<file path="config.mk">
export PLATFORM = sky130hd
export DESIGN_NAME = manager_burst_flat
export DESIGN_NICKNAME = d
export VERILOG_FILES = /design/src/rtl/manager_burst_if.sv /design/src/rtl/manager_burst.sv /design/src/flat_wrapper.sv
export SDC_FILE = /design/constraint.sdc
export NUM_CORES = 1
export LEC_CHECK = 0
export CORE_AREA = 2 2 146 148
export CTS_CLUSTER_SIZE = 20
export DETAILED_ROUTE_END_ITERATION = 7
export DIE_AREA = 0 0 148 150
export PLACE_DENSITY = 0.78
export REMOVE_ABC_BUFFERS = 1
export SLEW_MARGIN = 40
export SYNTH_ARGS = -nofsm -noshare
export SYNTH_HDL_FRONTEND = slang
export SYNTH_SLANG_ARGS = --single-unit
</file>
<file path="constraint.sdc">
create_clock -name CLK_50MHZ -period 4 [get_ports CLK_50MHZ]
set_clock_uncertainty 0.1 [all_clocks]
set_input_delay 0.8 -clock CLK_50MHZ [delete_from_list [all_inputs] [get_ports CLK_50MHZ]]
set_output_delay 0.8 -clock CLK_50MHZ [all_outputs]
set_load 0.1 [all_outputs]
</file>
<file path="src/rtl/manager_burst_if.sv">
// ---------------------------------------------------------------------------
// manager_burst_if
//
// Bundles the UART-side and flash-side signals of the burst command manager.
//   master : the manager itself (drives RS_DATAIN, RS_TRG_WRITE, FL_ADDR,
//            fl_data_out, FL_FLOW, FL_TRG, BUSY)
//   slave  : the surrounding UART core / flash byte controller
//
//   RS_DATAOUT   byte from the UART receiver, valid while RS_DONE is high
//   RS_DONE      one-cycle strobe per received byte
//   RS_DATAIN    byte to transmit, valid with RS_TRG_WRITE
//   RS_TRG_WRITE one-cycle transmit strobe
//   RS_TX_BUSY   transmitter busy level
//   FL_ADDR      flash byte address (8*ADDR_BYTES bits)
//   fl_data_out  write data to flash
//   fl_data_in   read data from flash, valid while FL_STATUS is high
//   FL_FLOW      1 = write, 0 = read
//   FL_TRG       one-cycle start strobe to the flash controller
//   FL_STATUS    one-cycle done strobe from the flash controller
//   BUSY         manager is not idle
// ---------------------------------------------------------------------------
interface manager_burst_if #(
  parameter int ADDR_BYTES = 1
);
  logic [7:0]              RS_DATAOUT;
  logic                    RS_DONE;
  logic [7:0]              RS_DATAIN;
  logic                    RS_TRG_WRITE;
  logic                    RS_TX_BUSY;
  logic [8*ADDR_BYTES-1:0] FL_ADDR;
  logic [7:0]              fl_data_out;
  logic [7:0]              fl_data_in;
  logic                    FL_FLOW;
  logic                    FL_TRG;
  logic                    FL_STATUS;
  logic                    BUSY;

  modport master (
    input  RS_DATAOUT, RS_DONE, RS_TX_BUSY, fl_data_in, FL_STATUS,
    output RS_DATAIN, RS_TRG_WRITE, FL_ADDR, fl_data_out, FL_FLOW, FL_TRG, BUSY
  );

  modport slave (
    output RS_DATAOUT, RS_DONE, RS_TX_BUSY, fl_data_in, FL_STATUS,
    input  RS_DATAIN, RS_TRG_WRITE, FL_ADDR, fl_data_out, FL_FLOW, FL_TRG, BUSY
  );
endinterface

</file>
<file path="src/rtl/manager_burst.sv">
// ---------------------------------------------------------------------------
// manager_burst
//
// Parses UART command frames  cmd, addr[ADDR_BYTES] (MSB first), len, data[len]
// ('W' = 0x57 write, 'R' = 0x52 read), runs a back-to-back burst of len byte
// transfers against the flash byte controller through a local buffer and
// answers 'K' (plus the read bytes) or 'E' through the UART transmitter.
//
// Ports
//   CLK_50MHZ : the only clock
//   RST       : asynchronous active-low reset
//   bus       : manager_burst_if.master (UART + flash handshakes, BUSY)
// Parameters
//   ADDR_BYTES (1..4), MAX_BURST (1..255), FL_TIMEOUT, RX_TIMEOUT (cycles)
// ---------------------------------------------------------------------------
module manager_burst #(
  parameter int ADDR_BYTES = 1,
  parameter int MAX_BURST  = 16,
  parameter int FL_TIMEOUT = 1024,
  parameter int RX_TIMEOUT = 500000
) (
  input logic           CLK_50MHZ,
  input logic           RST,
  manager_burst_if.master bus
);
  localparam int AW = 8 * ADDR_BYTES;
  localparam int BW = (MAX_BURST > 1) ? $clog2(MAX_BURST) : 1;
  localparam int FW = $clog2(FL_TIMEOUT + 1);
  localparam int RW = $clog2(RX_TIMEOUT + 1);

  localparam logic [7:0] CMD_W = 8'h57;
  localparam logic [7:0] CMD_R = 8'h52;
  localparam logic [7:0] RSP_K = 8'h4B;
  localparam logic [7:0] RSP_E = 8'h45;

  typedef enum logic [3:0] {
    S_IDLE, S_ADDR, S_LEN, S_WDATA, S_FL_START, S_FL_WAIT,
    S_TX_HDR, S_TX_DATA, S_TX_ERR
  } state_t;

  state_t        state, state_n;
  logic [7:0]    idx, idx_n;          // address-byte count, then buffer index
  logic [7:0]    len, len_n;
  logic [AW-1:0] addr, addr_n;
  logic          cmd_w, cmd_w_n;
  logic [FW-1:0] fcnt, fcnt_n;
  logic [RW-1:0] rcnt, rcnt_n;
  logic          trg, trg_n;
  logic          tx, tx_n;
  logic          guard;
  logic          busy;
  logic [7:0]    txd, txd_n;
  logic [7:0]    fdo, fdo_n;

  logic          buf_we;
  logic [BW-1:0] buf_wa;
  logic [7:0]    buf_wd;
  logic [7:0]    buf_mem [MAX_BURST];

  logic          tx_ok;
  logic          rx_expired;

  // A transmit strobe is only decided when the UART is idle and neither the
  // strobe cycle itself nor the guard cycle after it is in progress; the
  // guard covers the cycle in which the UART has not yet raised its busy flag.
  assign tx_ok      = !bus.RS_TX_BUSY && !tx && !guard;
  assign rx_expired = (rcnt == RW'(RX_TIMEOUT - 1));

  // NOTE: every variable gets a default at the top of the block so that no
  // path leaves one unassigned, which would otherwise infer a latch.
  always_comb begin
    state_n = state;
    idx_n   = idx;
    len_n   = len;
    addr_n  = addr;
    cmd_w_n = cmd_w;
    fcnt_n  = fcnt;
    rcnt_n  = rcnt;
    tx_n    = 1'b0;
    txd_n   = txd;
    fdo_n   = fdo;
    buf_we  = 1'b0;
    buf_wa  = idx[BW-1:0];
    buf_wd  = bus.RS_DATAOUT;

    unique case (state)
      S_IDLE: begin
        if (bus.RS_DONE) begin
          if (bus.RS_DATAOUT == CMD_W || bus.RS_DATAOUT == CMD_R) begin
            cmd_w_n = (bus.RS_DATAOUT == CMD_W);
            idx_n   = '0;
            rcnt_n  = '0;
            state_n = S_ADDR;
          end else begin
            state_n = S_TX_ERR;
          end
        end
      end

      // A byte arriving in the expiry cycle is accepted: RS_DONE is tested first.
      S_ADDR: begin
        if (bus.RS_DONE) begin
          addr_n = (addr << 8) | AW'(bus.RS_DATAOUT);
          idx_n  = idx + 8'd1;
          rcnt_n = '0;
          if (idx_n == 8'(ADDR_BYTES)) begin
            idx_n   = '0;
            state_n = S_LEN;
          end
        end else if (rx_expired) begin
          state_n = S_TX_ERR;
        end else begin
          rcnt_n = rcnt + RW'(1);
        end
      end

      S_LEN: begin
        if (bus.RS_DONE) begin
          rcnt_n = '0;
          if (bus.RS_DATAOUT == 8'd0 || bus.RS_DATAOUT > 8'(MAX_BURST)) begin
            state_n = S_TX_ERR;
          end else begin
            len_n   = bus.RS_DATAOUT;
            idx_n   = '0;
            state_n = cmd_w ? S_WDATA : S_FL_START;
          end
        end else if (rx_expired) begin
          state_n = S_TX_ERR;
        end else begin
          rcnt_n = rcnt + RW'(1);
        end
      end

      S_WDATA: begin
        if (bus.RS_DONE) begin
          buf_we = 1'b1;
          idx_n  = idx + 8'd1;
          rcnt_n = '0;
          if (idx_n == len) begin
            idx_n   = '0;
            state_n = S_FL_START;
          end
        end else if (rx_expired) begin
          state_n = S_TX_ERR;
        end else begin
          rcnt_n = rcnt + RW'(1);
        end
      end

      S_FL_START: begin
        fcnt_n  = '0;
        state_n = S_FL_WAIT;
      end

      // FL_STATUS is tested before the timeout so a late done still wins.
      S_FL_WAIT: begin
        if (bus.FL_STATUS) begin
          if (!cmd_w) begin
            buf_we = 1'b1;
            buf_wd = bus.fl_data_in;
          end
          idx_n  = idx + 8'd1;
          addr_n = addr + AW'(1);
          if (idx_n == len) begin
            idx_n   = '0;
            state_n = S_TX_HDR;
          end else begin
            state_n = S_FL_START;
          end
        end else if (fcnt == FW'(FL_TIMEOUT - 1)) begin
          state_n = S_TX_ERR;
        end else begin
          fcnt_n = fcnt + FW'(1);
        end
      end

      S_TX_HDR: begin
        if (tx_ok) begin
          tx_n    = 1'b1;
          txd_n   = RSP_K;
          state_n = cmd_w ? S_IDLE : S_TX_DATA;
        end
      end

      S_TX_DATA: begin
        if (tx_ok) begin
          tx_n  = 1'b1;
          txd_n = buf_mem[idx[BW-1:0]];
          idx_n = idx + 8'd1;
          if (idx_n == len) begin
            idx_n   = '0;
            state_n = S_IDLE;
          end
        end
      end

      S_TX_ERR: begin
        if (tx_ok) begin
          tx_n    = 1'b1;
          txd_n   = RSP_E;
          state_n = S_IDLE;
        end
      end

      default: state_n = S_IDLE;
    endcase

    // FL_TRG and its write data are registered on entry to FL_START. The
    // bypass covers a one-byte write, whose only byte lands in the buffer on
    // the same edge.
    trg_n = (state_n == S_FL_START);
    if (trg_n) begin
      fdo_n = (buf_we && buf_wa == idx_n[BW-1:0]) ? buf_wd : buf_mem[idx_n[BW-1:0]];
    end
  end

  // NOTE: state registers use non-blocking assignments so every flop samples
  // the pre-edge values regardless of statement order.
  always_ff @(posedge CLK_50MHZ or negedge RST) begin
    if (!RST) begin
      state <= S_IDLE;
      idx   <= '0;
      len   <= '0;
      addr  <= '0;
      cmd_w <= 1'b0;
      fcnt  <= '0;
      rcnt  <= '0;
      trg   <= 1'b0;
      tx    <= 1'b0;
      guard <= 1'b0;
      busy  <= 1'b0;
      txd   <= '0;
      fdo   <= '0;
    end else begin
      state <= state_n;
      idx   <= idx_n;
      len   <= len_n;
      addr  <= addr_n;
      cmd_w <= cmd_w_n;
      fcnt  <= fcnt_n;
      rcnt  <= rcnt_n;
      trg   <= trg_n;
      tx    <= tx_n;
      guard <= tx;
      busy  <= (state_n != S_IDLE);
      txd   <= txd_n;
      fdo   <= fdo_n;
    end
  end

  // NOTE: the buffer has no reset; every entry is written before it is read
  // within a burst, so clearing it would add nothing.
  always_ff @(posedge CLK_50MHZ) begin
    if (buf_we) buf_mem[buf_wa] <= buf_wd;
  end

  assign bus.RS_DATAIN    = txd;
  assign bus.RS_TRG_WRITE = tx;
  assign bus.FL_ADDR      = addr;
  assign bus.fl_data_out  = fdo;
  assign bus.FL_FLOW      = cmd_w;
  assign bus.FL_TRG       = trg;
  assign bus.BUSY         = busy;
endmodule

</file>
<file path="src/flat_wrapper.sv">
// flat-port wrapper written by rule: the top's interface ports become plain ports
module manager_burst_flat 
#(
  parameter int ADDR_BYTES = 1,
  parameter int MAX_BURST  = 16,
  parameter int FL_TIMEOUT = 1024,
  parameter int RX_TIMEOUT = 500000
)
  (CLK_50MHZ, RST, bus_RS_DATAOUT, bus_RS_DONE, bus_RS_TX_BUSY, bus_fl_data_in, bus_FL_STATUS, bus_RS_DATAIN, bus_RS_TRG_WRITE, bus_FL_ADDR, bus_fl_data_out, bus_FL_FLOW, bus_FL_TRG, bus_BUSY);
  manager_burst_if #(.ADDR_BYTES(ADDR_BYTES)) bus_i ();
  input logic CLK_50MHZ;
  input logic RST;
  input wire logic [$bits(bus_i.RS_DATAOUT)-1:0] bus_RS_DATAOUT;
  input wire logic [$bits(bus_i.RS_DONE)-1:0] bus_RS_DONE;
  input wire logic [$bits(bus_i.RS_TX_BUSY)-1:0] bus_RS_TX_BUSY;
  input wire logic [$bits(bus_i.fl_data_in)-1:0] bus_fl_data_in;
  input wire logic [$bits(bus_i.FL_STATUS)-1:0] bus_FL_STATUS;
  output wire logic [$bits(bus_i.RS_DATAIN)-1:0] bus_RS_DATAIN;
  output wire logic [$bits(bus_i.RS_TRG_WRITE)-1:0] bus_RS_TRG_WRITE;
  output wire logic [$bits(bus_i.FL_ADDR)-1:0] bus_FL_ADDR;
  output wire logic [$bits(bus_i.fl_data_out)-1:0] bus_fl_data_out;
  output wire logic [$bits(bus_i.FL_FLOW)-1:0] bus_FL_FLOW;
  output wire logic [$bits(bus_i.FL_TRG)-1:0] bus_FL_TRG;
  output wire logic [$bits(bus_i.BUSY)-1:0] bus_BUSY;
  assign bus_i.RS_DATAOUT = bus_RS_DATAOUT;
  assign bus_i.RS_DONE = bus_RS_DONE;
  assign bus_i.RS_TX_BUSY = bus_RS_TX_BUSY;
  assign bus_i.fl_data_in = bus_fl_data_in;
  assign bus_i.FL_STATUS = bus_FL_STATUS;
  assign bus_RS_DATAIN = bus_i.RS_DATAIN;
  assign bus_RS_TRG_WRITE = bus_i.RS_TRG_WRITE;
  assign bus_FL_ADDR = bus_i.FL_ADDR;
  assign bus_fl_data_out = bus_i.fl_data_out;
  assign bus_FL_FLOW = bus_i.FL_FLOW;
  assign bus_FL_TRG = bus_i.FL_TRG;
  assign bus_BUSY = bus_i.BUSY;
  manager_burst #(.ADDR_BYTES(ADDR_BYTES), .MAX_BURST(MAX_BURST), .FL_TIMEOUT(FL_TIMEOUT), .RX_TIMEOUT(RX_TIMEOUT)) u_core (.CLK_50MHZ(CLK_50MHZ), .RST(RST), .bus(bus_i));
endmodule
</file>
== After elaboration in Yosys (flattened, before gate mapping) ==
Memory sizes are Yosys's and may differ from the RTL's. A register that Yosys moved wholly into a read port is not among the register bits.
Cells that the tools add are included.
Operators by class
  $add $sub $neg: 4
  $mul: 0
  divide/modulo/power cells: 0
  order comparisons: 1
  eq/ne operators: 28
  shifts and indexed selects: 0
  mux-type cells: 56
  bitwise operators: 1
  reduce and logical (&&, ||, !) cells: 25
Operators by type and width (count)
  2-to-1 mux 8 bit: 18
  2-to-1 mux 19 bit: 4
  2-to-1 mux 4 bit: 15
  case mux 8 bit (6 select lines): 1
  case mux 19 bit (2 select lines): 1
  case mux 4 bit (9 select lines): 1
  case mux 8 bit (3 select lines): 1
  2-to-1 mux 11 bit: 2
  case mux 11 bit (2 select lines): 1
  == test 4 x 3 -> 1 bit, second input constant: 5
  adder 19 x 1 -> 19 bit, second input constant: 1
  == test 19 bit, second input constant: 1
  adder 8 x 1 -> 8 bit, second input constant: 2
  == test 8 x 7 -> 1 bit, second input constant: 2
  != test 2 bit, second input constant: 8
  case mux 8 bit (2 select lines): 1
  AND reduction 3 bit: 4
  adder 11 x 1 -> 11 bit, second input constant: 1
  == test 11 x 10 -> 1 bit, second input constant: 1
  AND reduction 9 bit: 1
  == test 4 x 2 -> 1 bit, second input constant: 2
  == test 8 x 1 -> 1 bit, second input constant: 1
  == test 8 bit: 1
  greater-than comparator 8 x 5 -> 1 bit, second input constant: 1
  other kinds (20): 39
Word-level totals
  flip-flop bits (word level): 71
  bits in latches: 0
  bits in writable memories: 128
  ROM bits: 0
  output and inout port bits: 28
  memories: 1
Memory list
  u_core.buf_mem: words 16, bits a word 8, rd ports 2, clocked after Yosys merged registers in 1, wr ports 1, line manager_burst.sv:58  | logic [7:0] buf_mem [MAX_BURST];

== Depth between registers and ports, before layout ==
Gate-level depths: netlist of the first run.
  word-level depth: 6
  gate-level depth with buffers: 17

== Worst setup path before layout of the first run ==
No wires, ideal clock.
  path type: register to register
  start: register u_core.idx[1]
  end: register u_core.fdo[4], in the netlist u_core.bus.fl_data_out[4], read port of u_core.buf_mem
  data arrival time: 3604 ps
  required time: 3808 ps
  slack: 205 ps
  cell stages (with the launch flop): 16
  path buffers: 4
  period minus slack after synthesis: 3795 ps
  cell sequence: dfrtp_1 buf_2 clkbuf_1 inv_1 ha_1 xor2_1 nor4b_1 mux2i_1 and2_1 nor2_4 a21oi_1 or4b_4 or3b_1 buf_6 buf_6 o31ai_2
On the way
  word-level cells in the longest chain between the ends: 6
  elaborated cells between the ends (all ways): 24
  classes of those cells: 1 x add/sub; 3 x eq/ne; 20 x mux
Ends and longest elaborated chain
  start: declaration: line manager_burst.sv:42  | logic [7:0] idx, idx_n;
  start signal: assignment: line manager_burst.sv:236  | idx <= idx_n;
  adder 8 x 1 -> 8 bit (*): line manager_burst.sv:104, manager_burst.sv:137, manager_burst.sv:189
  == test 8 bit or == test 8 x 1 -> 1 bit (tied branches): line manager_burst.sv:139, manager_burst.sv:190, manager_burst.sv:106
  2-to-1 mux 4 bit, on equally long branches: line manager_burst.sv:190, manager_burst.sv:106, manager_burst.sv:139
  2-to-1 mux 4 bit, on equally long branches: line manager_burst.sv:186, manager_burst.sv:102, manager_burst.sv:135
  case mux 4 bit (9 select lines) (*): line manager_burst.sv:86  | unique case (state)
  named net u_core.state_n[0]: line manager_burst.sv:41  | state_t state, state_n;
  == test 4 x 3 -> 1 bit (*): line manager_burst.sv:211  | trg_n = (state_n == S_FL_START);
  end: declaration: line manager_burst.sv:53  | logic [7:0] fdo, fdo_n;
The timed path passes the listed nets; every way through them passes the cells marked *. The select of a mux whose other input is x is not followed.
A chain may end at the register's enable or synchronous reset.

== Worst setup path in the final report of the first run ==
  start: register u_core.idx[0]
  end: register u_core.fdo[1], in the netlist u_core.bus.fl_data_out[1], read port of u_core.buf_mem
The elaborated chain is that of the path after synthesis.

==> results of run 1 <==
logic make-up (layout without fill, tap and decap cells):
logic type | after synthesis | count (layout) | synth area share (%)
buffers and inverters | 80 | 174 | 3.14
DFF | 207 | 207 | 52.3
and+or+nand+nor | 314 | 314 | 14.4
muxes | 81 | 81 | 12.1
xor gates and xnor gates | 25 | 25 | 1.97
adders and majority gates | 8 | 8 | 0.900
AOI/OAI and AO/OA | 257 | 257 | 15.2
placed cells by master (no fill, tap or decap), types with 11 or more instances in the layout:
master,count
and4_1,11
nand4_1,11
a31oi_1,34
clkbuf_16,22
mux2i_1,11
inv_1,17
a21oi_1,43
a22oi_1,38
mux4_2,40
dfrtp_1,77
mux2_2,30
buf_4,64
o21ai_0,72
nand3_1,27
clkdlybuf4s50_1,19
and3_1,25
nand2_1,110
xor2_1,15
edfxtp_1,128
buf_2,28
nor2_1,61
state kept, by name, indices dropped and copies added, names as in the netlist, 4 cells and up:
register,cells
u_core.len,8
u_core.bus.RS_DATAIN,8
u_core.idx,8
u_core.fcnt,11
u_core.state,4
u_core.bus.fl_data_out,8
u_core.bus.FL_ADDR,8
u_core.rcnt,19
u_core.buf_mem,128
stage by stage:
stage / utilization (%) / setup WS, ps
floorplan: - / -1900
detailed placement: 58.6 / -130
finish: 62.0 / 71.4
global placement: 59.3 / 1.14
global route: 62.0 / 2.72
CTS: 61.9 / 135
report_power, final:
part           internal [uW]  total [uW]  switching, uW
clock                   1130        1970            840
combinational            197         710            513
sequential              2330        2410           78.2
total                   3660        5090           1430
cells in the mapped netlist, types with 4 or more instances:
| cell type | count | area share, % |
|---|---|---|
| a32o_1 | 4 | 0.36 |
| o21ai_0 | 73 | 3.3 |
| dfrtp_1 | 79 | 18 |
| a22oi_1 | 38 | 2.6 |
| nand2_1 | 110 | 3.7 |
| nor4_1 | 5 | 0.28 |
| and2_1 | 8 | 0.45 |
| buf_2 | 18 | 0.81 |
| o211ai_1 | 8 | 0.54 |
| xnor2_1 | 10 | 0.79 |
| and4_1 | 11 | 0.87 |
| or3_1 | 9 | 0.51 |
| o31ai_1 | 7 | 0.47 |
| mux4_2 | 40 | 8.1 |
| nor4b_1 | 4 | 0.31 |
| a31oi_1 | 34 | 1.9 |
| clkbuf_1 | 36 | 1.2 |
| nor2b_1 | 5 | 0.28 |
| a21oi_1 | 43 | 1.9 |
| ha_1 | 8 | 0.90 |
| edfxtp_1 | 128 | 35 |
| xor2_1 | 15 | 1.2 |
| nor2_1 | 61 | 2.1 |
| mux2_2 | 30 | 3.0 |
| nand2b_1 | 5 | 0.28 |
| nand4_1 | 11 | 0.62 |
| inv_1 | 17 | 0.57 |
| a21o_1 | 7 | 0.47 |
| nand3_1 | 27 | 1.2 |
| mux2i_1 | 11 | 0.99 |
| and3_1 | 25 | 1.4 |
| nor3_1 | 10 | 0.45 |
worst register-to-register path, stage by stage, from the launching register on:
cell and delay (ps):
dfrtp_2 510, inv_1 110, ha_1 390, xor2_1 210, nor4b_1 300, mux2i_1 180, and2_1 300, nor2_4 160
a21oi_1 100, or4b_4 500, or3b_1 440, buf_12 180, o31ai_1 330
routing by layer:
layer / up-vias / global-route usage, % / part of all wire [%]
li1: 3908 / - / -
met1: 4299 / 38.2 / 41
met2: 530 / 43.0 / 47
met3: 71 / 4.21 / 9.4
met4: 2 / 7.76 / 2.5
met5: - / 0 / 0.044
worst max-delay path by stage:
stage,start,endpoint,slack (ps)
3_5_place_dp,bus_RS_DATAOUT[4],u_core.bus.fl_data_out[5]$_DFFE_PN0P_,-130
3_3_place_gp,bus_RS_DATAOUT[4],u_core.bus.fl_data_out[5]$_DFFE_PN0P_,1
6_report,u_core.idx[0]$_DFF_PN0_,u_core.bus.fl_data_out[1]$_DFFE_PN0P_,70
4_1_cts,u_core.idx[0]$_DFF_PN0_,u_core.bus.fl_data_out[1]$_DFFE_PN0P_,130
5_1_grt,u_core.idx[0]$_DFF_PN0_,u_core.bus.fl_data_out[1]$_DFFE_PN0P_,3
2_1_floorplan,u_core.idx[0]$_DFF_PN0_,u_core.bus.fl_data_out[5]$_DFFE_PN0P_,-1900
final cells by class:
type | instances | area [sq um]
Clock buffer | 28 | 603
Clock inverter | 10 | 86.3
Fill cell | 1570 | 7850
Inverter | 19 | 71.3
Multi-Input combinational cell | 685 | 4990
Sequential cell | 207 | 5820
Tap cell | 275 | 344
Timing Repair Buffer | 117 | 922
==> report_table.html, run 1 <==
<table>
<tr><th>Metric</th><th>Value</th></tr>
<tr><th colspan="2">Run status</th></tr>
<tr><td>Run status</td><td>finished clean</td></tr>
<tr><th colspan="2">Clock network</th></tr>
<tr><td>Clock tree from TritonCTS</td><td>yes</td></tr>
<tr><td>Maximum level of the CTS H-tree</td><td>1</td></tr>
<tr><td>Number of hold-repair buffers added at the cts stage</td><td>0</td></tr>
<tr><td>Clock-pin slew on the worst setup and hold paths</td><td>60 ps</td></tr>
<tr><td>Number of buffers between clock root and the deepest sink</td><td>3</td></tr>
<tr><td>Root Buffer Master</td><td>clkbuf_16</td></tr>
<tr><td>Clock latency of the later-clocked register in the worst-skew pair</td><td>510 ps</td></tr>
<tr><td>Number of buffers inserted during clock tree synthesis</td><td>21</td></tr>
<tr><td>Post-CTS Repair Setup Buffers</td><td>0</td></tr>
<tr><td>Count of cells resized by post-cts repair</td><td>0</td></tr>
<tr><td>Clk sinks</td><td>207</td></tr>
<tr><th colspan="2">Synth</th></tr>
<tr><td>Share of synthesized area occupied by flip-flops and latches</td><td>52.3%</td></tr>
<tr><td>Number of enable-type register cells in the synthesized netlist</td><td>128</td></tr>
<tr><td>Synth Area per Inst</td><td>11.4 sq um</td></tr>
<tr><td>Top FF cell, synth</td><td>edfxtp_1</td></tr>
<tr><td>Count of state elements after synthesis</td><td>207</td></tr>
<tr><td>Async set or reset register ratio after synthesis</td><td>38.2%</td></tr>
<tr><td>Count of different cell masters after synthesis</td><td>78</td></tr>
<tr><td>Yosys warns</td><td>0</td></tr>
<tr><td>Cell count after synthesis</td><td>972</td></tr>
<tr><td>Mapped Area</td><td>11100 sq um</td></tr>
<tr><th colspan="2">Place</th></tr>
<tr><td>Cell count after placement</td><td>1303</td></tr>
<tr><td>DP Wirelength</td><td>20300 um</td></tr>
<tr><td>Count of input and output buffers</td><td>48</td></tr>
<tr><td>Final estimated routing congestion in global placement</td><td>0.935</td></tr>
<tr><td>Cell area after placement</td><td>12100 sq um</td></tr>
<tr><th colspan="2">Routing</th></tr>
<tr><td>Number of design-rule violations left by the first detailed-router iteration</td><td>1099</td></tr>
<tr><td>Via total after detailed routing</td><td>8810</td></tr>
<tr><td>First-pass iteration count of the detailed router</td><td>6</td></tr>
<tr><td>Routed wire length</td><td>29800 um</td></tr>
<tr><td>Average wire per standard cell</td><td>22.2 um</td></tr>
<tr><td>Count of unresolved DRC violations after routing</td><td>0</td></tr>
<tr><td>Vias per std cell</td><td>6.57</td></tr>
<tr><td>Final antenna-violating net count</td><td>0</td></tr>
<tr><th colspan="2">STA</th></tr>
<tr><td>Min Hold Slack</td><td>235 ps</td></tr>
<tr><td>Slew Limit Fails</td><td>0</td></tr>
<tr><td>RSZ-0062 raised after global routing</td><td>false</td></tr>
<tr><td>Final TNS setup</td><td>0 ps</td></tr>
<tr><td>Final count of hold timing violations</td><td>0</td></tr>
<tr><td>Least-Margin Pin Slew</td><td>736 ps</td></tr>
<tr><td>Worst slew margin</td><td>51.0%</td></tr>
<tr><td>Crit share post-route</td><td>98.2%</td></tr>
<tr><td>Min Clock Period, post-route</td><td>3930 ps</td></tr>
<tr><td>Final setup violating endpoints</td><td>0</td></tr>
<tr><td>Top achievable clock speed</td><td>255 MHz</td></tr>
<tr><th colspan="2">Critical path</th></tr>
<tr><td>Sort of element at the end of the critical path</td><td>flip-flop</td></tr>
<tr><td>Chain of cells forming the critical path</td><td>inv_1, ha_1, xor2_1, nor4b_1, mux2i_1, and2_1, nor2_4, a21oi_1, or4b_4, or3b_1, buf_12, o31ai_1</td></tr>
<tr><td>Cell depth of the worst setup path</td><td>12</td></tr>
<tr><td>Crit path DAT</td><td>4220 ps</td></tr>
<tr><td>Cell with the largest stage delay on the worst path</td><td>dfrtp_2</td></tr>
<tr><td>RR Startpoint</td><td>u_core.idx[0]$_DFF_PN0_</td></tr>
<tr><td>Maximum single-stage delay on the critical path</td><td>510 ps</td></tr>
<tr><td>Cell family with most CP delay</td><td>simple AND/OR/NAND/NOR gates</td></tr>
<tr><td>Required time at the endpoint of the critical path</td><td>4290 ps</td></tr>
<tr><td>Largest fanout of any net on the critical path</td><td>16</td></tr>
<tr><td>Type of the worst setup path</td><td>flip-flop to flip-flop</td></tr>
<tr><td>CP startpoint kind</td><td>flip-flop</td></tr>
<tr><td>Crit path buf inv count</td><td>2</td></tr>
<tr><td>Reg2reg end</td><td>u_core.bus.fl_data_out[1]$_DFFE_PN0P_</td></tr>
<tr><td>R2r setup slk</td><td>70 ps</td></tr>
<tr><td>R2r worst-path depth</td><td>12</td></tr>
<tr><th colspan="2">Floorplanning</th></tr>
<tr><td>Starting utilization of the core area</td><td>53.8%</td></tr>
<tr><td>Io pins</td><td>49</td></tr>
<tr><td>Core Region</td><td>20700 sq um</td></tr>
<tr><td>Floorplan die width</td><td>148 um</td></tr>
<tr><td>Standard-cell row count</td><td>53</td></tr>
<tr><td>Total Die Area</td><td>22200 sq um</td></tr>
<tr><td>Die outline height</td><td>150 um</td></tr>
<tr><th colspan="2">Global route</th></tr>
<tr><td>Via count of the first global-routing pass</td><td>8347</td></tr>
<tr><td>Number of antenna violations at the first check in global routing</td><td>1</td></tr>
<tr><td>GRT Resource Usage Total</td><td>26.8%</td></tr>
<tr><td>Global-route wire length before repair</td><td>46500 um</td></tr>
<tr><td>Maximum number of pins on one net before global-route repair</td><td>80</td></tr>
<tr><td>Global route overflow</td><td>0</td></tr>
<tr><th colspan="2">Cells and area</th></tr>
<tr><td>Filler-free cell count of the finished design</td><td>1341</td></tr>
<tr><td>ANT cells</td><td>0</td></tr>
<tr><td>Share of final-layout standard cells stronger than drive strength 1</td><td>21.3%</td></tr>
<tr><td>Post-layout net count</td><td>1080</td></tr>
<tr><td>Final non-filler cell area</td><td>12800 sq um</td></tr>
<tr><td>Layout overhead on the synthesized area</td><td>15.4%</td></tr>
<tr><th colspan="2">Worst hold path</th></tr>
<tr><td>Classification of the worst-slack hold path</td><td>primary input to asynchronous set/reset pin</td></tr>
<tr><th colspan="2">Power</th></tr>
<tr><td>Total power draw</td><td>5090 uW</td></tr>
<tr><td>Peak supply drop</td><td>0.000217 V</td></tr>
<tr><td>Static power due to leakage</td><td>0.00488 uW</td></tr>
<tr><td>Cell Pwr Density</td><td>397 nW/um^2</td></tr>
<tr><th colspan="2">Run</th></tr>
<tr><td>Count of maximum capacitance violations</td><td>0</td></tr>
</table>
Power figures use the tool's default switching activity.
==> run 2: changes to the inputs <==
--- a/config.mk
+++ b/config.mk
@@ -6,6 +6,7 @@
 export NUM_CORES = 1
 export LEC_CHECK = 0
 export CORE_AREA = 2 2 146 148
+export CTS_BUF_LIST = sky130_fd_sc_hd__clkbuf_8
 export CTS_CLUSTER_SIZE = 20
 export DETAILED_ROUTE_END_ITERATION = 7
 export DIE_AREA = 0 0 148 150
==> report_table.html, run 2 (synthesis results as in run 1) <==
<table>
<tr><th>Metric</th><th>Value</th></tr>
<tr><th colspan="2">Power</th></tr>
<tr><td>Cell Pwr Density</td><td>387 nW/um^2 (-2.5%)</td></tr>
<tr><td>Static power due to leakage</td><td>0.00493 uW (+1.0%)</td></tr>
<tr><td>Sequential Power Share</td><td>48.7% (+1.3 points)</td></tr>
<tr><td>Internal power</td><td>3490 uW (-4.6%)</td></tr>
<tr><td>Peak supply drop</td><td>0.000246 V (+13%)</td></tr>
<tr><td>Combinational share of power</td><td>14.3% (+0.4 points)</td></tr>
<tr><td>Clock network fraction of total power</td><td>37.0% (-1.7 points)</td></tr>
<tr><td>Switching pwr</td><td>1460 uW (+2.2%)</td></tr>
<tr><td>Switching fraction of total power</td><td>29.5% (+1.4 points)</td></tr>
<tr><th colspan="2">STA</th></tr>
<tr><td>Least-Margin Pin Slew</td><td>737 ps (+1.61 ps)</td></tr>
<tr><td>Min Clock Period, post-route</td><td>3860 ps (-72.2 ps)</td></tr>
<tr><td>Final setup violating endpoints</td><td>0 (unchanged)</td></tr>
<tr><td>Slew Limit Fails</td><td>0 (unchanged)</td></tr>
<tr><td>Top achievable clock speed</td><td>259 MHz (+1.9%)</td></tr>
<tr><td>Worst slew margin</td><td>50.9% (-0.11 points)</td></tr>
<tr><td>Final TNS setup</td><td>0 ps (unchanged)</td></tr>
<tr><td>RSZ-0062 raised after global routing</td><td>false</td></tr>
<tr><td>Crit share post-route</td><td>96.4% (-1.8 points)</td></tr>
<tr><td>Final setup margin</td><td>144 ps (+72.2 ps)</td></tr>
<tr><td>Final count of hold timing violations</td><td>0 (unchanged)</td></tr>
<tr><td>Min Hold Slack</td><td>220 ps (-14.3 ps)</td></tr>
<tr><th colspan="2">Floorplanning</th></tr>
<tr><td>Core Region</td><td>20700 sq um (unchanged)</td></tr>
<tr><td>Starting utilization of the core area</td><td>53.8% (unchanged)</td></tr>
<tr><td>Die outline height</td><td>150 um (unchanged)</td></tr>
<tr><td>Io pins</td><td>49 (unchanged)</td></tr>
<tr><td>Standard-cell row count</td><td>53 (unchanged)</td></tr>
<tr><td>Total Die Area</td><td>22200 sq um (unchanged)</td></tr>
<tr><td>Floorplan die width</td><td>148 um (unchanged)</td></tr>
<tr><th colspan="2">Place</th></tr>
<tr><td>Final estimated routing congestion in global placement</td><td>0.935 (unchanged)</td></tr>
<tr><td>Cell count after placement</td><td>1303 (unchanged)</td></tr>
<tr><td>Worst-case setup slack after placement</td><td>-130 ps (unchanged)</td></tr>
<tr><td>Count of input and output buffers</td><td>48 (unchanged)</td></tr>
<tr><td>DP Wirelength</td><td>20300 um (unchanged)</td></tr>
<tr><th colspan="2">Clock network</th></tr>
<tr><td>Number of buffers inserted during clock tree synthesis</td><td>35 (+67%)</td></tr>
<tr><td>Number of hold-repair buffers added at the cts stage</td><td>0 (unchanged)</td></tr>
<tr><td>Number of buffers between clock root and the deepest sink</td><td>3 (unchanged)</td></tr>
<tr><td>Clock tree from TritonCTS</td><td>yes</td></tr>
<tr><td>Clock-pin slew on the worst setup and hold paths</td><td>60 ps (about the same)</td></tr>
<tr><td>Maximum level of the CTS H-tree</td><td>2 (+1)</td></tr>
<tr><td>Root Buffer Master</td><td>clkbuf_8</td></tr>
<tr><td>Count of cells resized by post-cts repair</td><td>0 (unchanged)</td></tr>
<tr><td>Clk sinks</td><td>207 (unchanged)</td></tr>
<tr><td>Clock latency of the later-clocked register in the worst-skew pair</td><td>540 ps (+30 ps)</td></tr>
<tr><td>Post-CTS Repair Setup Buffers</td><td>0 (unchanged)</td></tr>
<tr><th colspan="2">Routing</th></tr>
<tr><td>Vias per std cell</td><td>6.39 (-2.7%)</td></tr>
<tr><td>Met2 wirelength from detailed routing</td><td>13700 um (-2.1%)</td></tr>
<tr><td>Routed wire length</td><td>29500 um (-1.0%)</td></tr>
<tr><td>Number of design-rule violations left by the first detailed-router iteration</td><td>997 (-9.3%)</td></tr>
<tr><td>Count of unresolved DRC violations after routing</td><td>0 (unchanged)</td></tr>
<tr><td>Top sig layer</td><td>met5</td></tr>
<tr><td>Met3 wirelength from detailed routing</td><td>3080 um (+9.8%)</td></tr>
<tr><td>Wire length on met1</td><td>12100 um (-1.4%)</td></tr>
<tr><td>Via total after detailed routing</td><td>8737 (-0.83%)</td></tr>
<tr><td>First-pass iteration count of the detailed router</td><td>7 (+1)</td></tr>
<tr><td>Average wire per standard cell</td><td>21.6 um (-2.9%)</td></tr>
<tr><td>Final antenna-violating net count</td><td>0 (unchanged)</td></tr>
<tr><th colspan="2">Critical path</th></tr>
<tr><td>Required time at the endpoint of the critical path</td><td>4320 ps (+30 ps)</td></tr>
<tr><td>CP startpoint kind</td><td>flip-flop</td></tr>
<tr><td>RR Startpoint</td><td>u_core.idx[0]$_DFF_PN0_</td></tr>
<tr><td>Maximum single-stage delay on the critical path</td><td>520 ps (about the same)</td></tr>
<tr><td>Type of the worst setup path</td><td>flip-flop to flip-flop</td></tr>
<tr><td>Cell with the largest stage delay on the worst path</td><td>dfrtp_2</td></tr>
<tr><td>R2r worst-path depth</td><td>13 (+1)</td></tr>
<tr><td>Sort of element at the end of the critical path</td><td>flip-flop</td></tr>
<tr><td>Most frequent CP cell</td><td>mux2i_1</td></tr>
<tr><td>Crit path DAT</td><td>4180 ps (-40 ps)</td></tr>
<tr><td>Launching element of the worst setup path</td><td>u_core.idx[0]$_DFF_PN0_</td></tr>
<tr><td>Largest fanout of any net on the critical path</td><td>15 (-1)</td></tr>
<tr><td>Chain of cells forming the critical path</td><td>inv_1, ha_1, xor2_1, nor4b_1, mux2i_1, and2_1, o31ai_2, mux2i_1, a21oi_1, o211ai_1, buf_12, o21ba_1, a22o_1</td></tr>
<tr><th colspan="2">Cells and area</th></tr>
<tr><td>Register containing the most flip-flops in the final layout</td><td>u_core.buf_mem</td></tr>
<tr><td>Fill cell count</td><td>1612 (+2.7%)</td></tr>
<tr><td>Post-layout net count</td><td>1094 (+1.3%)</td></tr>
<tr><td>Flip-flop count of the largest register, all copies and words added</td><td>128 (unchanged)</td></tr>
<tr><td>Post-layout utilization of the core</td><td>61.9% (-0.091 points)</td></tr>
<tr><td>Share of final-layout standard cells stronger than drive strength 1</td><td>22.2% (+0.87 points)</td></tr>
<tr><td>Most frequent cells in the layout</td><td>128 x edfxtp_1, 110 x nand2_1, 77 x dfrtp_1</td></tr>
<tr><td>Most common cell after layout, fill and taps aside</td><td>edfxtp_1</td></tr>
<tr><td>Biggest regs</td><td>u_core.buf_mem x128, u_core.rcnt x19, u_core.fcnt x11</td></tr>
<tr><td>Layout overhead on the synthesized area</td><td>15.2%</td></tr>
<tr><td>Filler-free cell count of the finished design</td><td>1367 (+1.9%)</td></tr>
<tr><td>ANT cells</td><td>0 (unchanged)</td></tr>
<tr><th colspan="2">Run status</th></tr>
<tr><td>Run status</td><td>finished clean</td></tr>
<tr><th colspan="2">Global route</th></tr>
<tr><td>Via count of the first global-routing pass</td><td>8373 (+0.31%)</td></tr>
<tr><td>GRT Resource Usage Total</td><td>26.8% (-0.040 points)</td></tr>
<tr><td>Maximum number of pins on one net before global-route repair</td><td>80 (unchanged)</td></tr>
<tr><td>Global-route wire length before repair</td><td>46000 um (-1.1%)</td></tr>
<tr><td>Number of antenna violations at the first check in global routing</td><td>2 (+1)</td></tr>
<tr><td>Global route overflow</td><td>0 (unchanged)</td></tr>
<tr><th colspan="2">Worst hold path</th></tr>
<tr><td>Classification of the worst-slack hold path</td><td>primary input to asynchronous set/reset pin</td></tr>
<tr><th colspan="2">Run</th></tr>
<tr><td>Count of maximum capacitance violations</td><td>0 (unchanged)</td></tr>
</table>
-- run 2: cell count changes in the layout (fill, tap and decap cells not counted), moves of 3 or more --
cell,change
clkbuf_1,-3
clkbuf_8,+35
clkbuf_16,-22
inv_1,+13
-- run 2: cell type report --
class | instances | area (sq um) | area share, %
Inverter | 19 | 71.3 | 0.556
Multi-Input combinational cell | 685 | 4970 | 38.8
Clock buffer | 38 | 523 | 4.08
Timing Repair Buffer | 117 | 922 | 7.19
Sequential cell | 207 | 5820 | 45.4
Clock inverter | 26 | 164 | 1.28
Tap cell | 275 | 344 | 2.68
-- run 2: through the flow --
| stage | area, sq um | power, uW |
|---|---|---|
| global placement | 12300 | 3180 |
| detailed placement | 12100 | 3160 |
| finish | 12800 | 4960 |
| global route | 12800 | 5140 |
| CTS | 12800 | 4970 |
| floorplan | 10800 | 2910 |
-- run 2: path summary, 6_finish.rpt --
path | endpoint | slack, ps
setup / recovery | u_core.bus.fl_data_out[6]$_DFFE_PN0P_ | 140
hold / removal | u_core.bus.FL_ADDR[6]$_DFFE_PN0P_ | 220
setup reg to reg | u_core.bus.fl_data_out[6]$_DFFE_PN0P_ | 140
hold reg to reg | u_core.bus.RS_DATAIN[1]$_DFFE_PN0P_ | 370
max in group asynchronous | u_core.idx[0]$_DFF_PN0_ | 3050
min in group CLK_50MHZ | u_core.bus.RS_DATAIN[1]$_DFFE_PN0P_ | 370
-- run 2: power groups by stage --
| stage | clock [uW] | sequential (uW) | combinational [uW] |
|---|---|---|---|
| final | 1830 | 2420 | 710 |
| after global routing | 1960 | 2420 | 755 |
| after CTS | 1850 | 2410 | 705 |
| after detailed placement | 0 | 2450 | 703 |
| after global placement | 0 | 2460 | 727 |
| after floorplan | 0 | 2700 | 210 |
-- run 2: layer usage --
layer  track usage, %  vias up
met1             37.3     4245
met3             6.49       66
met4             8.62        4
met5                0        -
met2             41.8      472
li1                 -     3950
-- run 2: worst max-delay path, delay by kind of cell, from the launching register on --
family                   cells  cell delay (ps)
AO/OA/AOI/OAI                5             1300
XOR/XNOR                     1              210
adder cells (fa/ha/maj)      1              380
buffers and inverters        2              300
flip-flops                   1              520
multiplexers                 2              360
AND/OR/NAND/NOR              2              580
==> run 3: changes to the inputs <==
--- a/config.mk
+++ b/config.mk
@@ -7,6 +7,7 @@
 export LEC_CHECK = 0
 export CORE_AREA = 2 2 146 148
 export CTS_BUF_LIST = sky130_fd_sc_hd__clkbuf_8
+export CTS_CLUSTER_DIAMETER = 120
 export CTS_CLUSTER_SIZE = 20
 export DETAILED_ROUTE_END_ITERATION = 7
 export DIE_AREA = 0 0 148 150
==> report_table.html, run 3 (synthesis results as in run 1) <==
<table>
<tr><th>Metric</th><th>Value</th></tr>
<tr><th colspan="2">Floorplanning</th></tr>
<tr><td>Die outline height</td><td>150 um (unchanged)</td></tr>
<tr><td>Standard-cell row count</td><td>53 (unchanged)</td></tr>
<tr><td>Total Die Area</td><td>22200 sq um (unchanged)</td></tr>
<tr><td>Core Region</td><td>20700 sq um (unchanged)</td></tr>
<tr><td>Io pins</td><td>49 (unchanged)</td></tr>
<tr><td>Starting utilization of the core area</td><td>53.8% (unchanged)</td></tr>
<tr><td>Floorplan die width</td><td>148 um (unchanged)</td></tr>
<tr><th colspan="2">STA</th></tr>
<tr><td>Worst slew margin</td><td>51.1% (+0.24 points)</td></tr>
<tr><td>Slew Limit Fails</td><td>0 (unchanged)</td></tr>
<tr><td>Final count of hold timing violations</td><td>0 (unchanged)</td></tr>
<tr><td>Final setup violating endpoints</td><td>0 (unchanged)</td></tr>
<tr><td>Least-Margin Pin Slew</td><td>733 ps (-3.65 ps)</td></tr>
<tr><td>Top achievable clock speed</td><td>259 MHz (about the same)</td></tr>
<tr><td>RSZ-0062 raised after global routing</td><td>false</td></tr>
<tr><td>Final setup margin</td><td>142 ps (-1.99 ps)</td></tr>
<tr><td>Min Clock Period, post-route</td><td>3860 ps (+1.99 ps)</td></tr>
<tr><td>Crit share post-route</td><td>96.5% (about the same)</td></tr>
<tr><th colspan="2">Cells and area</th></tr>
<tr><td>Biggest regs</td><td>u_core.buf_mem x128, u_core.rcnt x19, u_core.fcnt x11</td></tr>
<tr><td>ANT cells</td><td>0 (unchanged)</td></tr>
<tr><td>Fill cell count</td><td>1661 (+3.0%)</td></tr>
<tr><td>Register containing the most flip-flops in the final layout</td><td>u_core.buf_mem</td></tr>
<tr><td>Post-layout net count</td><td>1073 (-1.9%)</td></tr>
<tr><td>Multi-input gate area</td><td>4970 sq um (unchanged)</td></tr>
<tr><td>Final non-filler cell area</td><td>12400 sq um (-3.4%)</td></tr>
<tr><td>Flip-flop count of the largest register, all copies and words added</td><td>128 (unchanged)</td></tr>
<tr><td>Area used by sequential logic in the layout</td><td>5820 sq um (unchanged)</td></tr>
<tr><td>Most common cell after layout, fill and taps aside</td><td>edfxtp_1</td></tr>
<tr><td>Layout overhead on the synthesized area</td><td>11.3%</td></tr>
<tr><td>Most frequent cells in the layout</td><td>128 x edfxtp_1, 110 x nand2_1, 77 x dfrtp_1</td></tr>
<tr><td>Filler-free cell count of the finished design</td><td>1326 (-3.0%)</td></tr>
<tr><td>Share of final-layout standard cells stronger than drive strength 1</td><td>19.8% (-2.4 points)</td></tr>
<tr><th colspan="2">Routing</th></tr>
<tr><td>First-pass iteration count of the detailed router</td><td>6 (-1)</td></tr>
<tr><td>Final antenna-violating net count</td><td>0 (unchanged)</td></tr>
<tr><td>Average wire per standard cell</td><td>21.7 um (+0.50%)</td></tr>
<tr><td>Count of unresolved DRC violations after routing</td><td>0 (unchanged)</td></tr>
<tr><td>Via total after detailed routing</td><td>8589 (-1.7%)</td></tr>
<tr><td>Routed wire length</td><td>28700 um (-2.5%)</td></tr>
<tr><td>Number of design-rule violations left by the first detailed-router iteration</td><td>1022 (+2.5%)</td></tr>
<tr><td>Vias per std cell</td><td>6.48 (+1.3%)</td></tr>
<tr><th colspan="2">Critical path</th></tr>
<tr><td>RR Startpoint</td><td>u_core.idx[0]$_DFF_PN0_</td></tr>
<tr><td>Sort of element at the end of the critical path</td><td>flip-flop</td></tr>
<tr><td>Launching element of the worst setup path</td><td>u_core.idx[0]$_DFF_PN0_</td></tr>
<tr><td>R2r setup slk</td><td>140 ps (about the same)</td></tr>
<tr><td>Crit path DAT</td><td>4180 ps (about the same)</td></tr>
<tr><td>Capture point of the critical path</td><td>u_core.bus.fl_data_out[6]$_DFFE_PN0P_</td></tr>
<tr><td>R2r worst-path depth</td><td>13 (unchanged)</td></tr>
<tr><td>Type of the worst setup path</td><td>flip-flop to flip-flop</td></tr>
<tr><td>Reg2reg end</td><td>u_core.bus.fl_data_out[6]$_DFFE_PN0P_</td></tr>
<tr><td>Most frequent CP cell</td><td>mux2i_1</td></tr>
<tr><td>Crit path buf inv count</td><td>2 (unchanged)</td></tr>
<tr><td>Cell with the largest stage delay on the worst path</td><td>dfrtp_2</td></tr>
<tr><td>Cell family with most CP delay</td><td>compound AO/OA/AOI/OAI gates</td></tr>
<tr><td>CP startpoint kind</td><td>flip-flop</td></tr>
<tr><td>Maximum single-stage delay on the critical path</td><td>530 ps (about the same)</td></tr>
<tr><td>Largest fanout of any net on the critical path</td><td>15 (unchanged)</td></tr>
<tr><td>Required time at the endpoint of the critical path</td><td>4320 ps (about the same)</td></tr>
<tr><td>Cell depth of the worst setup path</td><td>13 (unchanged)</td></tr>
<tr><td>Chain of cells forming the critical path</td><td>inv_1, ha_1, xor2_1, nor4b_1, mux2i_1, and2_1, o31ai_2, mux2i_1, a21oi_1, o211ai_1, buf_12, o21ba_1, a22o_1</td></tr>
<tr><th colspan="2">Place</th></tr>
<tr><td>Count of input and output buffers</td><td>48 (unchanged)</td></tr>
<tr><td>Cell count after placement</td><td>1303 (unchanged)</td></tr>
<tr><td>Worst-case setup slack after placement</td><td>-130 ps (unchanged)</td></tr>
<tr><td>Final estimated routing congestion in global placement</td><td>0.935 (unchanged)</td></tr>
<tr><td>Cell area after placement</td><td>12100 sq um (unchanged)</td></tr>
<tr><td>DP Wirelength</td><td>20300 um (unchanged)</td></tr>
<tr><th colspan="2">Run</th></tr>
<tr><td>Count of maximum capacitance violations</td><td>0 (unchanged)</td></tr>
<tr><th colspan="2">Clock network</th></tr>
<tr><td>Clock tree from TritonCTS</td><td>yes</td></tr>
<tr><td>Number of hold-repair buffers added at the cts stage</td><td>0 (unchanged)</td></tr>
<tr><td>Maximum level of the CTS H-tree</td><td>1 (-1)</td></tr>
<tr><td>Clk sinks</td><td>207 (unchanged)</td></tr>
<tr><td>Root Buffer Master</td><td>clkbuf_8</td></tr>
<tr><td>Clock-pin slew on the worst setup and hold paths</td><td>130 ps (+70 ps)</td></tr>
<tr><td>Clock latency of the later-clocked register in the worst-skew pair</td><td>520 ps (-20 ps)</td></tr>
<tr><td>Number of buffers inserted during clock tree synthesis</td><td>14 (-60%)</td></tr>
<tr><td>Post-CTS Repair Setup Buffers</td><td>0 (unchanged)</td></tr>
<tr><td>Count of cells resized by post-cts repair</td><td>0 (unchanged)</td></tr>
<tr><td>Number of buffers between clock root and the deepest sink</td><td>3 (unchanged)</td></tr>
<tr><th colspan="2">Global route</th></tr>
<tr><td>GRT Resource Usage Total</td><td>26.0% (-0.80 points)</td></tr>
<tr><td>Number of antenna violations at the first check in global routing</td><td>0 (-2)</td></tr>
<tr><td>Met2 Track Usage GR</td><td>41.4% (-0.42 points)</td></tr>
<tr><td>Met1 layer usage reported by global route</td><td>37.8% (+0.50 points)</td></tr>
<tr><td>Met3 usage</td><td>4.21% (-2.3 points)</td></tr>
<tr><td>Global-route wire length before repair</td><td>45200 um (-1.8%)</td></tr>
<tr><td>Maximum number of pins on one net before global-route repair</td><td>80 (unchanged)</td></tr>
<tr><td>Global route overflow</td><td>0 (unchanged)</td></tr>
<tr><td>Most crowded layer after global routing</td><td>met2</td></tr>
<tr><td>Via count of the first global-routing pass</td><td>8116 (-3.1%)</td></tr>
<tr><th colspan="2">Run status</th></tr>
<tr><td>Run status</td><td>finished clean</td></tr>
<tr><th colspan="2">Worst hold path</th></tr>
<tr><td>Classification of the worst-slack hold path</td><td>primary input to asynchronous set/reset pin</td></tr>
<tr><th colspan="2">Power</th></tr>
<tr><td>Total power draw</td><td>4150 uW (-16%)</td></tr>
<tr><td>Cell Pwr Density</td><td>335 nW/um^2 (-13%)</td></tr>
<tr><td>Peak supply drop</td><td>0.000216 V (-12%)</td></tr>
<tr><td>Static power due to leakage</td><td>0.00468 uW (-4.9%)</td></tr>
</table>
-- run 3: cell types whose count changed in the layout (fill, tap and decap cells not counted), sizes merged --
cell	previous run	this run
clkinvlp	3	0
bufinv	1	0
clkbuf	38	15
clkinv	10	3
inv	31	24
-- run 3: final cells by class --
cell class	count	share of cell area, %
clock buffers	15	1.67
clock inverters	8	0.344
inverters	19	0.576
multi-input cells	685	40.1
flip-flops and latches	207	47.0
well taps	275	2.78
repair buffers	117	7.45
-- run 3: worst register-to-register path, stage by stage, from the launching register on --
cell	delay, ps
dfrtp_2	530
inv_1	110
ha_1	380
xor2_1	210
nor4b_1	300
mux2i_1	180
and2_1	280
o31ai_2	470
mux2i_1	180
a21oi_1	250
o211ai_1	210
buf_12	190
o21ba_1	170
a22o_1	190
-- run 3: metal layers --
layer  up-vias  part of all wire [%]
met3        45                   9.2
met1      4196                    42
met2       454                    47
li1       3894                     -
met4         0                   1.7
met5         -                     0
-- run 3: worst min path at each step --
stage,cells after the start,startpoint,end,slack (ps)
global route,1,RST,u_core.bus.FL_ADDR[1]$_DFFE_PN0P_,250
floorplan,1,u_core.fcnt[0]$_DFFE_PN0P_,u_core.fcnt[0]$_DFFE_PN0P_,380
global placement,2,u_core.bus.RS_DATAIN[1]$_DFFE_PN0P_,u_core.bus.RS_DATAIN[1]$_DFFE_PN0P_,360
CTS,1,RST,u_core.bus.FL_ADDR[7]$_DFFE_PN0P_,220
detailed placement,2,u_core.bus.RS_DATAIN[3]$_DFFE_PN0P_,u_core.bus.RS_DATAIN[3]$_DFFE_PN0P_,370
finish,1,RST,u_core.bus.FL_ADDR[7]$_DFFE_PN0P_,200
-- run 3: power breakdown --
| group | switching, uW | internal [uW] |
|---|---|---|
| Combinational | 512 | 198 |
| Sequential | 79.8 | 2330 |
| Clock | 668 | 357 |
-- run 3: metrics by stage --
step,hold slack (ps),setup TNS (ps),utilization (%)
6_report,197,0,59.8
5_1_grt,246,0,59.8
4_1_cts,221,0,59.8
3_5_place_dp,366,-760,58.6
3_3_place_gp,362,0,59.3
2_1_floorplan,379,-18420,-
